--- src/rtl/cpu_types_pkg.sv ---
// cpu_types_pkg -- shared core types.
//   regbits_t : register index
//   word_t    : 32-bit datapath word
//   hzstate_t : hazard sequencer state {RUN, HALT}
//   sat_inc   : saturating 32-bit increment used by the perf counters
package cpu_types_pkg;
  typedef logic [4:0]  regbits_t;
  typedef logic [31:0] word_t;

  typedef enum logic {RUN = 1'b0, HALT = 1'b1} hzstate_t;

  localparam word_t CNT_MAX = 32'hFFFF_FFFF;

  function automatic word_t sat_inc(word_t v);
    return (v == CNT_MAX) ? v : v + 32'd1;
  endfunction
endpackage

--- src/rtl/hazard_ctrl_if.sv ---
// hazard_ctrl_if -- bundle between the datapath/cache side and hazard_ctrl.
//   master : datapath side (drives hit pulses and pipeline state, takes controls)
//   slave  : hazard_ctrl side
//   Inputs : ihit, dhit, exmem_dMemREN/WEN, exmem_branchTaken, idex_MemRead,
//            idex_rt, ifid_rs, ifid_rt, ifid_usesRt, memwb_Halt
//   Outputs: pc_WEN, {ifid,idex,exmem,memwb}_{writeEN,flush}, halt,
//            stall_cnt/flush_cnt/lu_cnt when HAZARD_PERF_EN is defined
interface hazard_ctrl_if;
  import cpu_types_pkg::*;

  logic     ihit, dhit;
  logic     exmem_dMemREN, exmem_dMemWEN, exmem_branchTaken;
  logic     idex_MemRead;
  regbits_t idex_rt, ifid_rs, ifid_rt;
  logic     ifid_usesRt, memwb_Halt;

  logic     pc_WEN;
  logic     ifid_writeEN, ifid_flush, idex_writeEN, idex_flush;
  logic     exmem_writeEN, exmem_flush, memwb_writeEN, memwb_flush;
  logic     halt;

`ifdef HAZARD_PERF_EN
  word_t    stall_cnt, flush_cnt, lu_cnt;

  modport master (
    output ihit, dhit, exmem_dMemREN, exmem_dMemWEN, exmem_branchTaken,
           idex_MemRead, idex_rt, ifid_rs, ifid_rt, ifid_usesRt, memwb_Halt,
    input  pc_WEN, ifid_writeEN, ifid_flush, idex_writeEN, idex_flush,
           exmem_writeEN, exmem_flush, memwb_writeEN, memwb_flush, halt,
           stall_cnt, flush_cnt, lu_cnt
  );
  modport slave (
    input  ihit, dhit, exmem_dMemREN, exmem_dMemWEN, exmem_branchTaken,
           idex_MemRead, idex_rt, ifid_rs, ifid_rt, ifid_usesRt, memwb_Halt,
    output pc_WEN, ifid_writeEN, ifid_flush, idex_writeEN, idex_flush,
           exmem_writeEN, exmem_flush, memwb_writeEN, memwb_flush, halt,
           stall_cnt, flush_cnt, lu_cnt
  );
`else
  modport master (
    output ihit, dhit, exmem_dMemREN, exmem_dMemWEN, exmem_branchTaken,
           idex_MemRead, idex_rt, ifid_rs, ifid_rt, ifid_usesRt, memwb_Halt,
    input  pc_WEN, ifid_writeEN, ifid_flush, idex_writeEN, idex_flush,
           exmem_writeEN, exmem_flush, memwb_writeEN, memwb_flush, halt
  );
  modport slave (
    input  ihit, dhit, exmem_dMemREN, exmem_dMemWEN, exmem_branchTaken,
           idex_MemRead, idex_rt, ifid_rs, ifid_rt, ifid_usesRt, memwb_Halt,
    output pc_WEN, ifid_writeEN, ifid_flush, idex_writeEN, idex_flush,
           exmem_writeEN, exmem_flush, memwb_writeEN, memwb_flush, halt
  );
`endif
endinterface

--- src/rtl/hazard_detect.sv ---
// hazard_detect -- combinational load-use compare.
//   i_mem_read : load sits in ID/EX
//   i_idex_rt  : load destination
//   i_ifid_rs, i_ifid_rt, i_uses_rt : sources of the decoding instruction
//   o_lu       : decoding instruction needs the load result next cycle
module hazard_detect
  import cpu_types_pkg::*;
(
  input  logic     i_mem_read,
  input  regbits_t i_idex_rt,
  input  regbits_t i_ifid_rs,
  input  regbits_t i_ifid_rt,
  input  logic     i_uses_rt,
  output logic     o_lu
);
  logic w_rs_hit, w_rt_hit;

  assign w_rs_hit = (i_ifid_rs == i_idex_rt);
  assign w_rt_hit = i_uses_rt & (i_ifid_rt == i_idex_rt);
  // $zero never carries a real dependency.
  assign o_lu     = i_mem_read & (i_idex_rt != '0) & (w_rs_hit | w_rt_hit);
endmodule

--- src/rtl/hazard_ctrl.sv ---
// hazard_ctrl -- pipeline sequencer for the five-stage core.
//   CLK, nRST : core clock, asynchronous active-low reset
//   hz        : hazard_ctrl_if.slave (hit pulses, pipeline state in; PC/latch
//               write-enables and flushes, halt out)
// Latch controls are Mealy outputs of the inputs and registered state, so the
// latches move on the same edge that the hit is seen. Hit pulses that arrive
// while the pipe cannot advance are parked in ipend/dpend.
// Optional HAZARD_PERF_EN adds saturating stall/flush/load-use counters.
module hazard_ctrl
  import cpu_types_pkg::*;
(
  input  logic        CLK,
  input  logic        nRST,
  hazard_ctrl_if.slave hz
);
  hzstate_t r_state, w_state_nxt;
  logic     r_ipend, r_dpend, w_ipend_nxt, w_dpend_nxt;
  logic     w_memop, w_fetch_done, w_mem_done, w_run, w_advance, w_lu, w_branch;
  logic     w_pc_wen, w_ifid_wen, w_ifid_fl, w_idex_wen, w_idex_fl;
  logic     w_exmem_wen, w_exmem_fl, w_memwb_wen;

  hazard_detect u_detect (
    .i_mem_read (hz.idex_MemRead),
    .i_idex_rt  (hz.idex_rt),
    .i_ifid_rs  (hz.ifid_rs),
    .i_ifid_rt  (hz.ifid_rt),
    .i_uses_rt  (hz.ifid_usesRt),
    .o_lu       (w_lu)
  );

  assign w_memop      = hz.exmem_dMemREN | hz.exmem_dMemWEN;
  assign w_fetch_done = hz.ihit | r_ipend;
  assign w_mem_done   = ~w_memop | hz.dhit | r_dpend;
  assign w_branch     = hz.exmem_branchTaken;
  // nRST gates the Mealy outputs so nothing is enabled while reset is held.
  assign w_run        = nRST & (r_state == RUN);
  assign w_advance    = w_run & ~hz.memwb_Halt & w_fetch_done & w_mem_done;

  always_ff @(posedge CLK or negedge nRST) begin
    if (!nRST) begin
      r_state <= RUN;
      r_ipend <= 1'b0;
      r_dpend <= 1'b0;
    end else begin
      r_state <= w_state_nxt;
      r_ipend <= w_ipend_nxt;
      r_dpend <= w_dpend_nxt;
    end
  end

  always_comb begin
    w_state_nxt = r_state;
    w_ipend_nxt = r_ipend;
    w_dpend_nxt = r_dpend;
    w_pc_wen    = 1'b0;
    w_ifid_wen  = 1'b0;
    w_ifid_fl   = 1'b0;
    w_idex_wen  = 1'b0;
    w_idex_fl   = 1'b0;
    w_exmem_wen = 1'b0;
    w_exmem_fl  = 1'b0;
    w_memwb_wen = 1'b0;
    if (r_state == RUN) begin
      if (hz.memwb_Halt) w_state_nxt = HALT;
      if (!w_advance) begin
        if (hz.ihit)           w_ipend_nxt = 1'b1;
        if (hz.dhit & w_memop) w_dpend_nxt = 1'b1;
      end else if (w_branch) begin
        // Wrong-path squash; branch wins over a load-use bubble.
        w_pc_wen    = 1'b1;
        w_ifid_wen  = 1'b1;
        w_ifid_fl   = 1'b1;
        w_idex_wen  = 1'b1;
        w_idex_fl   = 1'b1;
        w_exmem_wen = 1'b1;
        w_exmem_fl  = 1'b1;
        w_memwb_wen = 1'b1;
        w_ipend_nxt = 1'b0;
        w_dpend_nxt = 1'b0;
      end else if (w_lu) begin
        // Bubble into ID/EX; PC and IF/ID hold. The fetched word stays valid
        // for the unchanged PC, so the fetch stays recorded as done even when
        // it arrived as this cycle's single-cycle ihit pulse.
        w_idex_wen  = 1'b1;
        w_idex_fl   = 1'b1;
        w_exmem_wen = 1'b1;
        w_memwb_wen = 1'b1;
        w_ipend_nxt = 1'b1;
        w_dpend_nxt = 1'b0;
      end else begin
        w_pc_wen    = 1'b1;
        w_ifid_wen  = 1'b1;
        w_idex_wen  = 1'b1;
        w_exmem_wen = 1'b1;
        w_memwb_wen = 1'b1;
        w_ipend_nxt = 1'b0;
        w_dpend_nxt = 1'b0;
      end
    end
  end

  assign hz.pc_WEN        = w_pc_wen;
  assign hz.ifid_writeEN  = w_ifid_wen;
  assign hz.ifid_flush    = w_ifid_fl;
  assign hz.idex_writeEN  = w_idex_wen;
  assign hz.idex_flush    = w_idex_fl;
  assign hz.exmem_writeEN = w_exmem_wen;
  assign hz.exmem_flush   = w_exmem_fl;
  assign hz.memwb_writeEN = w_memwb_wen;
  assign hz.memwb_flush   = 1'b0;  // reserved for exceptions
  assign hz.halt          = (r_state == HALT);

`ifdef HAZARD_PERF_EN
  word_t r_stall_cnt, r_flush_cnt, r_lu_cnt;

  always_ff @(posedge CLK or negedge nRST) begin
    if (!nRST) begin
      r_stall_cnt <= '0;
      r_flush_cnt <= '0;
      r_lu_cnt    <= '0;
    end else begin
      if (w_run & ~w_advance & ~hz.memwb_Halt) r_stall_cnt <= sat_inc(r_stall_cnt);
      if (w_advance & w_branch)                r_flush_cnt <= sat_inc(r_flush_cnt);
      if (w_advance & w_lu & ~w_branch)        r_lu_cnt    <= sat_inc(r_lu_cnt);
    end
  end

  assign hz.stall_cnt = r_stall_cnt;
  assign hz.flush_cnt = r_flush_cnt;
  assign hz.lu_cnt    = r_lu_cnt;
`endif
endmodule

--- src/flat_wrapper.sv ---
// flat-port wrapper written by rule: the top's interface ports become plain ports
module hazard_ctrl_flat import cpu_types_pkg::*;
  (CLK, nRST, hz_ihit, hz_dhit, hz_exmem_dMemREN, hz_exmem_dMemWEN, hz_exmem_branchTaken, hz_idex_MemRead, hz_idex_rt, hz_ifid_rs, hz_ifid_rt, hz_ifid_usesRt, hz_memwb_Halt, hz_pc_WEN, hz_ifid_writeEN, hz_ifid_flush, hz_idex_writeEN, hz_idex_flush, hz_exmem_writeEN, hz_exmem_flush, hz_memwb_writeEN, hz_memwb_flush, hz_halt);
  hazard_ctrl_if hz_i ();
  input  logic CLK;
  input  logic nRST;
  input wire logic [$bits(hz_i.ihit)-1:0] hz_ihit;
  input wire logic [$bits(hz_i.dhit)-1:0] hz_dhit;
  input wire logic [$bits(hz_i.exmem_dMemREN)-1:0] hz_exmem_dMemREN;
  input wire logic [$bits(hz_i.exmem_dMemWEN)-1:0] hz_exmem_dMemWEN;
  input wire logic [$bits(hz_i.exmem_branchTaken)-1:0] hz_exmem_branchTaken;
  input wire logic [$bits(hz_i.idex_MemRead)-1:0] hz_idex_MemRead;
  input wire logic [$bits(hz_i.idex_rt)-1:0] hz_idex_rt;
  input wire logic [$bits(hz_i.ifid_rs)-1:0] hz_ifid_rs;
  input wire logic [$bits(hz_i.ifid_rt)-1:0] hz_ifid_rt;
  input wire logic [$bits(hz_i.ifid_usesRt)-1:0] hz_ifid_usesRt;
  input wire logic [$bits(hz_i.memwb_Halt)-1:0] hz_memwb_Halt;
  output wire logic [$bits(hz_i.pc_WEN)-1:0] hz_pc_WEN;
  output wire logic [$bits(hz_i.ifid_writeEN)-1:0] hz_ifid_writeEN;
  output wire logic [$bits(hz_i.ifid_flush)-1:0] hz_ifid_flush;
  output wire logic [$bits(hz_i.idex_writeEN)-1:0] hz_idex_writeEN;
  output wire logic [$bits(hz_i.idex_flush)-1:0] hz_idex_flush;
  output wire logic [$bits(hz_i.exmem_writeEN)-1:0] hz_exmem_writeEN;
  output wire logic [$bits(hz_i.exmem_flush)-1:0] hz_exmem_flush;
  output wire logic [$bits(hz_i.memwb_writeEN)-1:0] hz_memwb_writeEN;
  output wire logic [$bits(hz_i.memwb_flush)-1:0] hz_memwb_flush;
  output wire logic [$bits(hz_i.halt)-1:0] hz_halt;
  assign hz_i.ihit = hz_ihit;
  assign hz_i.dhit = hz_dhit;
  assign hz_i.exmem_dMemREN = hz_exmem_dMemREN;
  assign hz_i.exmem_dMemWEN = hz_exmem_dMemWEN;
  assign hz_i.exmem_branchTaken = hz_exmem_branchTaken;
  assign hz_i.idex_MemRead = hz_idex_MemRead;
  assign hz_i.idex_rt = hz_idex_rt;
  assign hz_i.ifid_rs = hz_ifid_rs;
  assign hz_i.ifid_rt = hz_ifid_rt;
  assign hz_i.ifid_usesRt = hz_ifid_usesRt;
  assign hz_i.memwb_Halt = hz_memwb_Halt;
  assign hz_pc_WEN = hz_i.pc_WEN;
  assign hz_ifid_writeEN = hz_i.ifid_writeEN;
  assign hz_ifid_flush = hz_i.ifid_flush;
  assign hz_idex_writeEN = hz_i.idex_writeEN;
  assign hz_idex_flush = hz_i.idex_flush;
  assign hz_exmem_writeEN = hz_i.exmem_writeEN;
  assign hz_exmem_flush = hz_i.exmem_flush;
  assign hz_memwb_writeEN = hz_i.memwb_writeEN;
  assign hz_memwb_flush = hz_i.memwb_flush;
  assign hz_halt = hz_i.halt;
  hazard_ctrl u_core (.CLK(CLK), .nRST(nRST), .hz(hz_i));
endmodule
--- config.mk ---
export PLATFORM = sky130hd
export DESIGN_NAME = hazard_ctrl_flat
export DESIGN_NICKNAME = d
export VERILOG_FILES = /design/src/rtl/cpu_types_pkg.sv /design/src/rtl/hazard_ctrl_if.sv /design/src/rtl/hazard_detect.sv /design/src/rtl/hazard_ctrl.sv /design/src/flat_wrapper.sv
export SDC_FILE = /design/constraint.sdc
export NUM_CORES = 1
export LEC_CHECK = 0
export ABC_CLOCK_PERIOD_IN_PS = 2440
export CAP_MARGIN = 20
export CORE_AREA = 2 2 39 41
export CTS_CLUSTER_DIAMETER = 50
export DETAILED_ROUTE_END_ITERATION = 10
export DIE_AREA = 0 0 41 43
export PLACE_DENSITY = 0.85
export SYNTH_ARGS = -nofsm -noshare
export SYNTH_HDL_FRONTEND = slang
export SYNTH_SLANG_ARGS = --single-unit
--- constraint.sdc ---
create_clock -name CLK -period 2.44 [get_ports CLK]
set_clock_uncertainty 0.05 [all_clocks]
set_input_delay 0.488 -clock CLK [delete_from_list [all_inputs] [get_ports CLK]]
set_output_delay 0.488 -clock CLK [all_outputs]
set_load 0.005 [all_outputs]
==> metrics.csv <==
metric,value,unit
worst_slack,0.0569,ns
cpPeakStageDelay,0.26,ns
worst_ir_drop_vdd,0.000145,V
final.period_utilization,97.7,%
cts_tree,yes,
port_buffers,33,
drv_cap,0,
crit_family,buffers and inverters,
nFillCells,123,
placed_cell_area,718,µm²
root_buffer,clkbuf_4,
syn_inst,41,
path_buf_inv,3,
synth_async_sr_flop_share,100,%
coreArea,1380,µm²
first_pass_iters,4,
start_kind,input pin,
final.setup.tns,0,ns
cts_buffer_depth,2,
path_max_fanout,2,
drtIter0Drc,13,
hpwl,836,µm
fmax,420,MHz
layout.area.seq,75.1,µm²
powerDensity,283,nW/µm²
path_cells,"dlygate4sd2_1, xor2_1, nor4_2, a32oi_1, buf_4, o31ai_4, buf_2",
grt_pass1_wl,1.68,mm
finalInstanceArea,842,µm²
clkTransAtPathRegs,0.04,ns
avgViaCountPerCell,4.53,
ant_nets,0,
end_kind,output pin,
gp_congestion,0.680,
hold_class,input pin to register,
slew_viol_final,0,
totalWireLength,1.26,mm
wl_per_cell,12.0,µm
yosysWarnings,0,
cts_buffers,3,
chipHeight,43,µm
clk_latency,0.23,ns
io_pins,35,
synth_area_leader_cell,xor2_1,
cts-htree-levels,1,
yosysSeqAreaShare,21.3,%
die_x,41,µm
synth_fp_nets,66,
drive_above_1_share,36.0,%
hold_viol,0,
multi_input_area,259,µm²
yosysUniqueCellTypes,24,
fin_nets,115,
syn_area,353,µm²
grt.total_usage,13.9,%
fp-row-count,14,
cpMaxStageDelayCell,nor4_2,
fin_util,60.8,%
grt_start_max_net_pins,5,
antenna_found_initial,0,
grt_pass1_vias,470,
synth.top_cell.area_share,22.3,%
antenna_cells,0,
yosysMostFrequentCell,xor2_1,
synthTopCellsByArea,"xor2_1 (22%), dfrtp_1 (21%), buf_4 (11%), a211oi_4 (5.7%), nor4_2 (3.5%)",
fin_crit,2.38,ns
cts.sinks,3,
synth_edf_count,0,
worstPathArrival,1.85,ns
status,finished clean,
ys.flop_type,dfrtp_1,
place_ws,-0.486,ns
synthTopCellsByCount,"xor2_1 (9), buf_4 (5), dfrtp_1 (3), nor2_1 (3), inv_1 (2)",
syn2layout_area_growth,139,%
vias,476,
setup_viol,0,
gr-total-overflow,0,
synth_area_per_cell,8.61,µm²
cts_hold_buf,0,
dieArea,1760,µm²
initial_core_util,25.5,%
p_total,238,µW
ys_ff_latch,3,
route.detailed.drc,0,
critPathRequiredTime,1.90,ns
critPathKind,input pin to output pin,
cellLeakagePower,0.470,nW
timing repair:
| action | in CTS | in global routing |
|---|---|---|
| setup buffers | 8 | 3 |
| pin swaps | 6 | 10 |
| gates cloned | 0 | 0 |
| gates resized for setup | 26 | 19 |
| setup endpoints to repair | 8 | 5 |
metal layers:
layer  wire length, µm  global-route usage, %  up-vias
met5                 0                      0        -
met4                 0                   7.33        0
met3                94                   2.09        0
met2               817                   27.8       29
met1               350                   11.2      216
li1                  -                      -      231
metrics by stage:
step | cells | hold WS (ns)
floorplan | 41 | 0.142
global placement | 92 | 0.430
detailed placement | 92 | 0.446
CTS | 104 | 0.455
global route | 105 | 0.466
finish | 105 | 0.463
worst paths after layout:
| kind | from | end | slack, ns | cells past startpoint |
|---|---|---|---|---|
| max | hz_ifid_rt[2] | hz_idex_flush | 0.06 | 7 |
| min in group asynchronous | nRST | u_core.r_dpend$_DFFE_PN0P_ | 0.49 | 2 |
| min reg2reg | u_core.hz.halt$_DFF_PN0_ | u_core.hz.halt$_DFF_PN0_ | 0.48 | 1 |
| min | hz_memwb_Halt | u_core.hz.halt$_DFF_PN0_ | 0.46 | 2 |
| max reg2reg | u_core.hz.halt$_DFF_PN0_ | u_core.r_ipend$_DFFE_PN0P_ | 0.97 | 6 |
| max in group asynchronous | nRST | u_core.hz.halt$_DFF_PN0_ | 1.76 | 2 |
layout by cell type (no fill, tap or decap), types with 3 or more instances in the layout:
cell              n
buf_2             3
clkbuf_4          3
buf_4            14
dfrtp_1           3
xor2_1            9
dlymetal6s2s_1    9
dlygate4sd2_1     8
clkdlybuf4s50_1  10
final cells by class:
type                       count  area share [%]
timing repair buffer          49            53.5
clock buffer                   4            3.12
inverter                       3            1.34
sequential                     3            8.92
multi-input combinational     30            30.8
tap                           16            2.38
cell families (layout without fill, tap and decap cells):
logic type | count (synthesis) | count (layout) | share of synthesized area (%)
xor gates and xnor gates | 10 | 10 | 24.8
and+or+nand+nor | 10 | 10 | 17.4
AOI/OAI and AO/OA | 9 | 9 | 21.6
buffers and inverters | 8 | 56 | 13.8
DFF | 3 | 3 | 21.3
other | 1 | 1 | 1.06
sequential cells by signal, summed over array words and instances, names as in the netlist:
signal          cells
u_core.r_ipend      1
u_core.hz.halt      1
u_core.r_dpend      1
where the power goes:
part / internal [mW] / switching [mW]
sequential: 0.0568 / 0.00354
combinational: 0.0549 / 0.0368
clock: 0.0612 / 0.0249
worst register-to-register path, cell delays in order, from the launching register on:
cell      delay (ns)
dfrtp_1         0.38
or2_4           0.25
a211oi_4        0.25
buf_4           0.16
buf_6           0.09
buf_4           0.10
o22ai_1         0.08
Power figures use the tool's default switching activity.
